==> src/rtl/keypad_scanner.sv <==
// 4x4 active-low keypad scanner: one column slot per SCAN_DIV cycles, whole-scan debounce, hex key code out.
// Key accepted one cycle after the DEBOUNCE_SCANS-th identical scan; no backpressure, key_valid is a single-cycle strobe.
module keypad_scanner #(
  parameter int SCAN_DIV       = 100000,
  parameter int DEBOUNCE_SCANS = 4
) (
  input  logic       sys_clk_pin,
  input  logic       rst_n,
  input  logic       en,
  input  logic [3:0] row,
  output logic [3:0] col,
  output logic [3:0] key_code,
  output logic       key_valid,
  output logic       key_held,
  output logic       multi_err
);

  localparam int SW = (SCAN_DIV > 1) ? $clog2(SCAN_DIV) : 1;
  localparam int CW = $clog2(DEBOUNCE_SCANS + 1);
  localparam logic [SW-1:0] SLOT_LAST = SW'(SCAN_DIV - 1);
  localparam logic [CW-1:0] CNT_MAX   = CW'(DEBOUNCE_SCANS);
  localparam logic [1:0] K_NONE  = 2'd0;
  localparam logic [1:0] K_KEY   = 2'd1;
  localparam logic [1:0] K_MULTI = 2'd2;

  typedef enum logic {RELEASED, PRESSED} state_t;

  logic [3:0]    r_row_s1, r_row_s2;
  logic          r_run;
  logic [SW-1:0] r_slot;
  logic [1:0]    r_idx;
  logic [15:0]   r_snap;
  logic [5:0]    r_cls;
  logic [CW-1:0] r_cnt;
  state_t        r_state;
  logic [3:0]    r_key_code;
  logic          r_key_valid, r_key_held, r_multi_err;

  logic          w_sample, w_scan_done, w_multi, w_any, w_stable;
  logic [15:0]   w_snap;
  logic [3:0]    w_k;
  logic [5:0]    w_cls;
  logic [CW-1:0] w_cnt_next;

  function automatic logic [3:0] key_map(input logic [3:0] k);
    case (k)
      4'd0:  key_map = 4'h1;
      4'd1:  key_map = 4'h4;
      4'd2:  key_map = 4'h7;
      4'd3:  key_map = 4'h0;
      4'd4:  key_map = 4'h2;
      4'd5:  key_map = 4'h5;
      4'd6:  key_map = 4'h8;
      4'd7:  key_map = 4'hF;
      4'd8:  key_map = 4'h3;
      4'd9:  key_map = 4'h6;
      4'd10: key_map = 4'h9;
      4'd11: key_map = 4'hE;
      4'd12: key_map = 4'hA;
      4'd13: key_map = 4'hB;
      4'd14: key_map = 4'hC;
      default: key_map = 4'hD;
    endcase
  endfunction

  // r_run lags en by one cycle so the column stays released until a fresh slot 0 begins
  assign col         = r_run ? ~(4'b0001 << r_idx) : 4'b1111;
  assign w_sample    = r_run && en && (r_slot == SLOT_LAST);
  assign w_scan_done = w_sample && (r_idx == 2'd3);

  always_comb begin
    w_snap = r_snap;
    w_snap[{r_idx, 2'b00} +: 4] = ~r_row_s2;
  end

  always_comb begin
    w_k = 4'd0;
    for (int i = 0; i < 16; i++) begin
      if (w_snap[i]) w_k = 4'(i);
    end
  end

  assign w_any      = |w_snap;
  assign w_multi    = |(w_snap & (w_snap - 16'd1));
  assign w_cls      = !w_any ? {K_NONE, 4'd0} : (w_multi ? {K_MULTI, 4'd0} : {K_KEY, w_k});
  assign w_cnt_next = (w_cls != r_cls) ? CW'(1) : ((r_cnt == CNT_MAX) ? CNT_MAX : r_cnt + 1'b1);
  assign w_stable   = (w_cnt_next == CNT_MAX);

  always_ff @(posedge sys_clk_pin or negedge rst_n) begin
    if (!rst_n) begin
      r_row_s1    <= 4'hF;
      r_row_s2    <= 4'hF;
      r_run       <= 1'b0;
      r_slot      <= '0;
      r_idx       <= 2'd0;
      r_snap      <= 16'd0;
      r_cls       <= 6'd0;
      r_cnt       <= '0;
      r_state     <= RELEASED;
      r_key_code  <= 4'd0;
      r_key_valid <= 1'b0;
      r_key_held  <= 1'b0;
      r_multi_err <= 1'b0;
    end else begin
      r_row_s1    <= row;
      r_row_s2    <= r_row_s1;
      r_key_valid <= 1'b0;
      if (!en) begin
        r_run       <= 1'b0;
        r_slot      <= '0;
        r_idx       <= 2'd0;
        r_snap      <= 16'd0;
        r_cls       <= 6'd0;
        r_cnt       <= '0;
        r_state     <= RELEASED;
        r_key_held  <= 1'b0;
        r_multi_err <= 1'b0;
      end else begin
        r_run <= 1'b1;
        if (r_run) begin
          if (w_sample) begin
            r_slot <= '0;
            r_idx  <= r_idx + 1'b1;
            r_snap <= w_snap;
          end else begin
            r_slot <= r_slot + 1'b1;
          end
        end
        if (w_scan_done) begin
          r_cls <= w_cls;
          r_cnt <= w_cnt_next;
          if (w_stable) begin
            if (w_cls[5:4] == K_MULTI) begin
              r_multi_err <= 1'b1;
            end else begin
              r_multi_err <= 1'b0;
              if (r_state == RELEASED && w_cls[5:4] == K_KEY) begin
                r_key_code  <= key_map(w_cls[3:0]);
                r_key_valid <= 1'b1;
                r_key_held  <= 1'b1;
                r_state     <= PRESSED;
              end else if (r_state == PRESSED && w_cls[5:4] == K_NONE) begin
                r_key_held <= 1'b0;
                r_state    <= RELEASED;
              end
            end
          end
        end
      end
    end
  end

  assign key_code  = r_key_code;
  assign key_valid = r_key_valid;
  assign key_held  = r_key_held;
  assign multi_err = r_multi_err;

endmodule

==> config.mk <==
export PLATFORM = sky130hd
export DESIGN_NAME = keypad_scanner
export DESIGN_NICKNAME = d
export VERILOG_FILES = /design/src/rtl/keypad_scanner.sv
export SDC_FILE = /design/constraint.sdc
export NUM_CORES = 1
export LEC_CHECK = 0
export ABC_AREA = 1
export CORE_MARGIN = 1
export CORE_UTILIZATION = 25
export DETAILED_ROUTE_END_ITERATION = 16
export SLEW_MARGIN = 0
export SYNTH_ARGS = -nofsm -noshare
export SYNTH_HDL_FRONTEND = slang
export SYNTH_SLANG_ARGS = --single-unit
==> constraint.sdc <==
create_clock -name sys_clk_pin -period 4.8 [get_ports sys_clk_pin]
set_input_delay 0.72 -clock sys_clk_pin [delete_from_list [all_inputs] [get_ports sys_clk_pin]]
set_output_delay 0.72 -clock sys_clk_pin [all_outputs]
set_load 0.005 [all_outputs]
==> flow_metrics.tcl, run 1 <==
set metrics [dict create \
    drt_iter0_markers 174 \
    rrSetupSlack_ns 1.07 \
    finalWeightedCongestion 0.8596 \
    cts-resized-gates 0 \
    htree_levels 3 \
    clk_latency_ns 0.34 \
    final_max_slew_viol_count 0 \
    post_route_cells_drive_above_1_share_pct 11.80 \
    cts_hold_buf 0 \
    cp_cell_sequence "inv_1 -> ha_1 -> nand2_1 -> inv_2 -> nand3_1 -> nand2_1 -> nor2_1 -> nand3_1 -> o21ai_1 -> nand3_1 -> nor2_4 -> nand3_1 -> inv_2 -> nand2_1 -> ha_1 -> inv_1 -> a21oi_1 -> o21ai_0 -> nand2_1 -> inv_1 -> nand4_1 -> nand2_1 -> inv_1" \
    endpoint_kind "flip-flop" \
    first_global_vias 3033 \
    max_stage_delay_ns 0.62 \
    port_buffers 17 \
    place_hpwl_mm 6.344 \
    leakage_nw 2.048 \
    antenna_cells 0 \
    numCtsBuffers 9 \
    clock_path_buffers 2 \
    critPathMaxFanout 15 \
    clk_pin_slew_worst_paths_ns 0.06 \
    clock_skew_ns 0.009904 \
    dieArea_um2 15200 \
    setup_viol 0 \
    synth_warnings 0 \
    core-area_um2 14100 \
    fin_nets 546 \
    cts_tree "yes" \
    wl_per_cell_um 12.07 \
    ys_seq_area_share_pct 41.10 \
    syn_nets 521 \
    post-cts-setup-buffer-count 0 \
    die_y_um 123.3 \
    synth-xor-area-share_pct 1.191 \
    slew_headroom_pct 64.22 \
    crit_family "simple AND/OR/NAND/NOR gates" \
    powerDensity_nw_per_um2 292.0 \
    status "finished clean" \
    max-cap-violations 0 \
    fin_crit_ns 3.730 \
    synthCells 504 \
    synth_top_family_by_area "simple AND/OR/NAND/NOR gates" \
    clkSinkCount 60 \
    syn_area_per_cell_um2 7.296 \
    power_mw 1.274 \
    track_usage_pct 12.58 \
    synthSimpleGateAreaFrac_pct 34.60 \
    wl_mm 8.621 \
    start_util_pct 26.09 \
    hold_viol 0 \
    area_growth_pct 18.61 \
    vias_per_cell 4.485 \
    synth_compound_area_share_pct 10.34 \
    r2r_cells 23 \
    final_cells 714 \
    crit_path_frequent_cell "nand2_1" \
    drcViolationCount 0 \
    min_path_type "in2async" \
    ant_nets 0 \
    io_pins 18 \
    die_w_um 123.3 \
    vias 3202 \
    synthAdderAreaFrac_pct 3.403 \
    dp_cells 698 \
    holdWs_ns 0.3354 \
    cp_slowest_cell "dfrtp_1" \
    root_buffer "clkbuf_16" \
    ys_types 39 \
    grt_pass1_wl_mm 14.65 \
    vdd_drop_max_v 0.0001534 \
    dr.pass1.iters 5 \
    worst_pin_slew_ns 0.5350 \
    cp.buffers_inverters 6 \
    synth_area_um2 3677 \
    cp_data_required_time_ns 5.04 \
    rsz0062_at_grt "no" \
    rows 43 \
    fin_crit_sh_pct 77.71 \
    rr_endpoint "key_code[1]" \
    r2r-start "r_idx[0]" \
    grt_max_degree 40 \
    setup_tns_ns 0 \
    path_class "reg2reg" \
    arrival_ns 3.97 \
    start_kind "flip-flop" \
    overflow 0 \
    max_freq_mhz 268.1 \
    grt_antenna_before_repair 0 \
    synth.area.mux_share_pct 0.2722 \
    ys_seq_elements 60 \
]
==> layer usage <==
layer	routed length, um	part of all wire, %	up-vias	global-route usage, %
met5	0	0	-	0
met3	294	3.4	17	2.629
met4	215	2.5	0	6.551
met1	4118	48	1467	15.95
li1	-	-	1657	-
met2	3993	46	61	20.08
==> state kept, by name, indices dropped and copies added, names as in the netlist, 2 cells and up <==
signal and count:
r_cnt 3, r_idx 2, r_cls 6, r_snap 16, key_code 4, r_slot 17, r_row_s2 4, r_row_s1 4
==> placed cells by master, fill, tap and decap left out, types with 11 or more instances in the layout <==
master | Yosys | routed
nand3_1 | 25 | 25
dfrtp_1 | 52 | 52
nor3_1 | 11 | 11
inv_1 | 74 | 74
nand2_1 | 153 | 153
nor2_1 | 47 | 47
o22ai_1 | 12 | 12
clkdlybuf4s50_1 | 0 | 16
o21ai_0 | 24 | 24
==> per-stage QoR <==
step	setup WS, ns	cell area (um^2)	util, %
after floorplan	1.536	3677	-
after global placement	1.170	4061	28.81
after detailed placement	1.134	4061	28.81
after CTS	1.075	4362	30.94
after global routing	0.5332	4362	30.94
final	1.070	4362	30.94
==> kinds of logic (layout without fill, tap and decap cells) <==
kind of cell | count (synthesis) | count (layout)
xor gates and xnor gates | 5 | 5
muxes | 1 | 1
adders and majority gates | 10 | 10
AOI/OAI and AO/OA | 64 | 64
buffers and inverters | 86 | 116
DFF | 60 | 60
and+or+nand+nor | 278 | 278
==> final cells by class <==
| class | instances | area, um^2 |
|---|---|---|
| clock buffer | 9 | 225.2 |
| clock inverter | 7 | 75.07 |
| fill | 1528 | 9734 |
| inverter | 79 | 297.8 |
| multi-input combinational | 358 | 1832 |
| sequential | 60 | 1511 |
| tap | 180 | 225.2 |
| timing repair buffer | 21 | 195.2 |
==> where the power goes <==
part,internal [mW],switching (mW),total (mW)
sequential,0.516,0.00577,0.522
clock,0.405,0.264,0.670
combinational,0.0261,0.0560,0.0821
total,0.948,0.326,1.27
==> synth_stat cells (all sizes together) <==
cell type	count	area share (%)
nor4	4	0.68
nand2	161	17
inv	78	8.0
a221oi	2	0.48
nand3	29	5.1
o31ai	1	0.20
a21oi	10	1.4
nand3b	2	0.41
nand4	9	1.5
xor2	5	1.2
o22ai	12	2.0
nor3	11	1.5
o21bai	1	0.31
nor2	60	7.9
a31oi	3	0.51
a21boi	1	0.20
a32o	2	0.54
dfrtp	52	35
mux2i	1	0.27
buf	3	0.58
clkinv	1	0.14
a211oi	2	0.41
o21ai	30	4.3
or2	1	0.17
ha	10	3.4
and3	1	0.17
dfstp	8	5.7
clkbuf	4	0.41
==> worst register-to-register path: cells and delay by family (launching register included) <==
family          cells  cell delay [ns]
simple gates       12             1.53
compound gates      3             0.29
fa+ha+maj           2             0.73
flops               1             0.62
buf+inv             6             0.46
==> worst max-delay path by stage <==
stage	start	end	slack [ns]	cells after the start
CTS	r_idx[0]	key_code[1]	1.07	25
detailed placement	r_idx[0]	key_code[1]	1.13	24
global route	r_idx[0]	key_code[1]	0.53	25
finish	r_idx[0]	key_code[1]	1.07	23
global placement	r_idx[0]	key_code[1]	1.17	22
floorplan	r_idx[0]	key_code[1]	1.54	26
Power figures use the tool's default switching activity.
==> run 2: changes to the inputs <==
==> constraint.sdc (replaced) <==
create_clock -name sys_clk_pin -period 3.2 [get_ports sys_clk_pin]
set_input_delay 0.48 -clock sys_clk_pin [delete_from_list [all_inputs] [get_ports sys_clk_pin]]
set_output_delay 0.48 -clock sys_clk_pin [all_outputs]
set_load 0.005 [all_outputs]
==> flow_metrics.tcl, run 2 (same netlist as run 1, synthesis figures left out) <==
set metrics [dict create \
    drt_iter0_markers 188 \
    setup_tns_ns -0.1779 \
    regMostFlops "r_slot" \
    arrival_ns 3.52 \
    reg.largest.list "r_slot: 17 flops, r_snap: 16 flops, r_cls: 6 flops" \
    io_pins 18 \
    crit_start "r_idx[0]" \
    dieArea_um2 15200 \
    start_util_pct 26.09 \
    port_buffers 17 \
    htree_levels 3 \
    post-route-util_pct 34.20 \
    power_mw 1.807 \
    track_usage_pct 13.29 \
    finalWeightedCongestion 0.9263 \
    critPathMaxFanout 7 \
    area_growth_pct 31.10 \
    max_freq_mhz 308.1 \
    wl_per_cell_um 12.70 \
    cts_tree "yes" \
    holdWs_ns 0.2895 \
    endpoint_kind "flip-flop" \
    dr.pass1.iters 5 \
    max-cap-violations 0 \
    post_route_cells_drive_above_1_share_pct 24.87 \
    status "complete, but fails checks" \
    grt_antenna_before_repair 0 \
    slew_headroom_pct 37.66 \
    die_w_um 123.3 \
    die_y_um 123.3 \
    worst_pin_slew_ns 0.9351 \
    final_cell_mix "nand2_1 (137), inv_1 (70), dfrtp_1 (52), nor2_1 (35), buf_4 (30)" \
    grt_max_degree 43 \
    fin_crit_ns 3.245 \
    core-area_um2 14100 \
    start_kind "flip-flop" \
    clock_skew_ns 0.01068 \
    min_path_type "in2async" \
    hold_viol 0 \
    vdd_drop_max_v 0.0003292 \
    first_global_vias 3481 \
    fin_nets 575 \
    clock_path_buffers 2 \
    dpl-instance-area_um2 4172 \
    overflow 0 \
    numCtsBuffers 9 \
    final_common_cell "nand2_1" \
    final_max_slew_viol_count 0 \
    rows 43 \
    drcViolationCount 0 \
    violations "setup timing" \
    cts_hold_buf 0 \
    root_buffer "clkbuf_16" \
    fin_ws_ns -0.04537 \
    wl_mm 9.436 \
    setup_viol 5 \
    powerDensity_nw_per_um2 374.8 \
    rsz0062_at_grt "yes" \
    ant_nets 0 \
    clk_pin_slew_worst_paths_ns 0.06 \
    antenna_cells 0 \
    vias 3528 \
    finalInstanceArea_um2 4821 \
    grt_pass1_wl_mm 15.62 \
    n_fill_cell 1472 \
    place_hpwl_mm 6.719 \
    cp_data_required_time_ns 3.48 \
    vias_per_cell 4.748 \
    largest_register_ffs 17 \
    path_class "reg2reg" \
    fin_crit_sh_pct 101.4 \
    clk_latency_ns 0.34 \
    r2r-start "r_idx[0]" \
    clkSinkCount 60 \
    leakage_nw 2.206 \
]
run 2: cell count changes in the layout (fill, tap and decap cells not counted), moves of 4 or more:
cell	previous run	this run
buf_4	4	30
nand2_1	153	137
nand2_2	7	19
nand3_1	25	13
nor2_1	47	35
nand3_2	1	11
nor2_4	4	11
nor2_2	8	14
inv_1	74	70
nand2_4	1	5
run 2: stage by stage:
step,setup WS (ns),std cells
after floorplan,0.06812,504
after global placement,0.02314,711
after detailed placement,-0.009938,711
after CTS,0.005933,729
after global routing,-0.3135,743
final,-0.04537,743
run 2: critical path, cell delays in order, from the launching register on:
cell and delay (ns):
dfrtp_1 0.41, buf_4 0.15, ha_2 0.22, inv_2 0.10, nor2_1 0.04, nand3_1 0.11
nand2_2 0.10, nor2_1 0.12, nand2_1 0.08, nor2_2 0.10, nand2_1 0.06, nand2_1 0.09
nand3_2 0.10, nor2_4 0.27, buf_6 0.16, nand4_1 0.11, nand2_1 0.10, nand3_2 0.07
nor2_2 0.11, nand3_2 0.11, nor2_4 0.25, nand3_4 0.14, buf_4 0.16, inv_2 0.03
run 2: path summary, 6_finish.rpt:
kind                               end  slack, ns  cells after the start
max in group asynchronous     r_cls[1]       2.16                      2
min in group sys_clk_pin   r_row_s2[2]       0.35                      0
setup / recovery             key_valid      -0.05                     23
hold / removal               r_snap[1]       0.29                      1
setup reg to reg             key_valid      -0.05                     23
hold reg to reg            r_row_s2[2]       0.35                      0
run 2: metal layers:
metal	wire (um)	track usage, %	up-vias
met2	4605	22.07	81
li1	-	-	1720
met3	314	2.030	26
met1	4179	16.18	1701
met4	337	8.057	0
met5	0	0	-
run 2: layout make-up:
class / count / area [um^2] / area share [%]
clock buffers: 11 / 232.7 / 4.827
well taps: 180 / 225.2 / 4.672
repair buffers: 49 / 421.7 / 8.746
clock inverters: 5 / 37.54 / 0.7786
flip-flops and latches: 60 / 1511 / 31.35
multi-input cells: 359 / 2092 / 43.39
inverters: 79 / 300.3 / 6.229
run 2: what timing repair did:
item | CTS | global route
endpoints found under the setup margin | 3 | 9
pin swaps | 1 | 34
gates cloned | 0 | 1
setup buffers | 2 | 13
gates resized for setup | 1 | 67
run 2: report_power, final:
group / switching, mW / internal (mW)
registers: 0.00885 / 0.775
logic: 0.0951 / 0.0521
clock network: 0.350 / 0.526
==> run 3: changes to the inputs <==
--- a/config.mk
+++ b/config.mk
@@ -6,9 +6,12 @@
 export NUM_CORES = 1
 export LEC_CHECK = 0
 export ABC_AREA = 1
+export CELL_PAD_IN_SITES_DETAIL_PLACEMENT = 0
+export CELL_PAD_IN_SITES_GLOBAL_PLACEMENT = 1
 export CORE_MARGIN = 1
 export CORE_UTILIZATION = 25
 export DETAILED_ROUTE_END_ITERATION = 16
+export PLACE_DENSITY_LB_ADDON = 0.1
 export SLEW_MARGIN = 0
 export SYNTH_ARGS = -nofsm -noshare
 export SYNTH_HDL_FRONTEND = slang
==> flow_metrics.tcl, run 3 (same netlist as run 1, synthesis figures left out) <==
set metrics [dict create \
    finalInstanceArea_um2 5259 \
    fin_ws_ns -0.03714 \
    root_buffer "clkbuf_16" \
    first_global_vias 3434 \
    wl_mm 10.74 \
    port_buffers 17 \
    clkSinkCount 60 \
    powerDensity_nw_per_um2 391.0 \
    largest_register_ffs 17 \
    antenna_cells 0 \
    cp_data_required_time_ns 3.43 \
    arrival_ns 3.47 \
    cts_hold_buf 0 \
    grt_max_degree 29 \
    max-cap-violations 0 \
    critPathMaxFanout 7 \
    overflow 0 \
    setup_viol 4 \
    leakage_nw 2.494 \
    finalWeightedCongestion 0.7833 \
    max_freq_mhz 308.9 \
    rsz0062_at_grt "yes" \
    worst_pin_slew_ns 0.7024 \
    path_class "reg2reg" \
    start_util_pct 26.09 \
    die_y_um 123.3 \
    drt_iter0_markers 196 \
    io_pins 18 \
    htree_levels 3 \
    ant_nets 0 \
    clk_pin_slew_worst_paths_ns 0.06 \
    post_route_cells_drive_above_1_share_pct 31.81 \
    post-route-util_pct 37.31 \
    violations "setup timing" \
    hold_viol 0 \
    vias 3534 \
    dieArea_um2 15200 \
    final_common_cell "nand2_1" \
    clk_latency_ns 0.34 \
    drcViolationCount 0 \
    min_path_type "in2async" \
    die_w_um 123.3 \
    rows 43 \
    power_mw 2.056 \
    grt_antenna_before_repair 0 \
    slew_headroom_pct 53.17 \
    vdd_drop_max_v 0.0002363 \
    clock_path_buffers 2 \
    dr.pass1.iters 4 \
    fin_crit_ns 3.237 \
    dpl-instance-area_um2 4509 \
    endpoint_kind "flip-flop" \
    rrSetupSlack_ns -0.04 \
    fin_crit_sh_pct 101.2 \
    clock_skew_ns 0.007012 \
    cts_tree "yes" \
    place_hpwl_mm 7.938 \
    area_growth_pct 43.01 \
    final_max_slew_viol_count 0 \
    core-area_um2 14100 \
    regMostFlops "r_slot" \
    fin_nets 626 \
    grt_pass1_wl_mm 17.82 \
    status "complete, but fails checks" \
    track_usage_pct 15.70 \
    reg.largest.list "r_slot: 17 flops, r_snap: 16 flops, r_cls: 6 flops" \
    wl_per_cell_um 13.55 \
    n_fill_cell 1516 \
    vias_per_cell 4.456 \
    numCtsBuffers 9 \
    final_cell_mix "nand2_1 (132), buf_4 (79), inv_1 (69), dfrtp_1 (52), nor2_1 (33)" \
    start_kind "flip-flop" \
]
-- run 3: path summary, 6_finish.rpt --
kind | startpoint | to | depth (start not counted)
hold / removal | rst_n | r_snap[7] | 1
hold reg to reg | r_row_s1[3] | r_row_s2[3] | 0
min in group sys_clk_pin | r_row_s1[3] | r_row_s2[3] | 0
setup / recovery | r_idx[0] | key_code[1] | 25
max in group asynchronous | rst_n | r_snap[10] | 2
setup reg to reg | r_idx[0] | key_code[1] | 25
-- run 3: cell type report --
| type | count | area [um^2] | share of cell area [%] |
|---|---|---|---|
| clock buffers | 12 | 266.5 | 5.068 |
| multi-input cells | 358 | 2073 | 39.42 |
| flip-flops and latches | 60 | 1511 | 28.74 |
| well taps | 180 | 225.2 | 4.283 |
| repair buffers | 101 | 814.5 | 15.49 |
| inverters | 79 | 299.0 | 5.686 |
| clock inverters | 3 | 68.82 | 1.309 |
-- run 3: critical path: stages, from the launching register on --
cell and delay, ns:
dfrtp_1 0.39, inv_2 0.07, ha_4 0.33, nor2_2 0.06, nand2_2 0.09, o21ai_4 0.09
nor2_4 0.18, nand2_2 0.08, buf_6 0.13, nor2_4 0.09, nor2_2 0.04, nor2_2 0.10
nand2_2 0.10, nor2_8 0.17, buf_4 0.13, nand3_2 0.08, inv_2 0.08, nand2_2 0.07
ha_1 0.20, buf_4 0.13, o21ai_0 0.15, nand2_1 0.09, inv_1 0.06, nand4_1 0.09
nand2_1 0.09, inv_1 0.04
-- run 3: power by group --
part	internal (mW)	total (mW)	switching (mW)
clock network	0.742	1.10	0.359
logic	0.0700	0.171	0.101
registers	0.775	0.784	0.00885
-- run 3: metrics by stage --
step,instances,hold WS (ns),setup WS (ns),TNS [ns]
global route,793,0.2496,-0.2790,-2.221
CTS,780,0.2192,-0.009763,-0.009763
finish,793,0.1904,-0.03714,-0.08225
detailed placement,756,0.3481,-0.1382,-0.6804
global placement,756,0.3466,-0.1090,-0.4583
floorplan,504,0.1844,0.06812,0
-- run 3: repair_timing --
item	in CTS	in global routing
pin swaps	12	29
endpoints found under the setup margin	9	10
resized for setup	26	48
setup buffers	9	13
-- run 3: per-layer routing --
layer | track usage [%] | up-vias | routed length [um]
met2 | 24.37 | 33 | 4941
li1 | - | 1826 | -
met3 | 3.736 | 14 | 271
met4 | 6.099 | 0 | 203
met1 | 20.98 | 1661 | 5328
met5 | 0 | - | 0
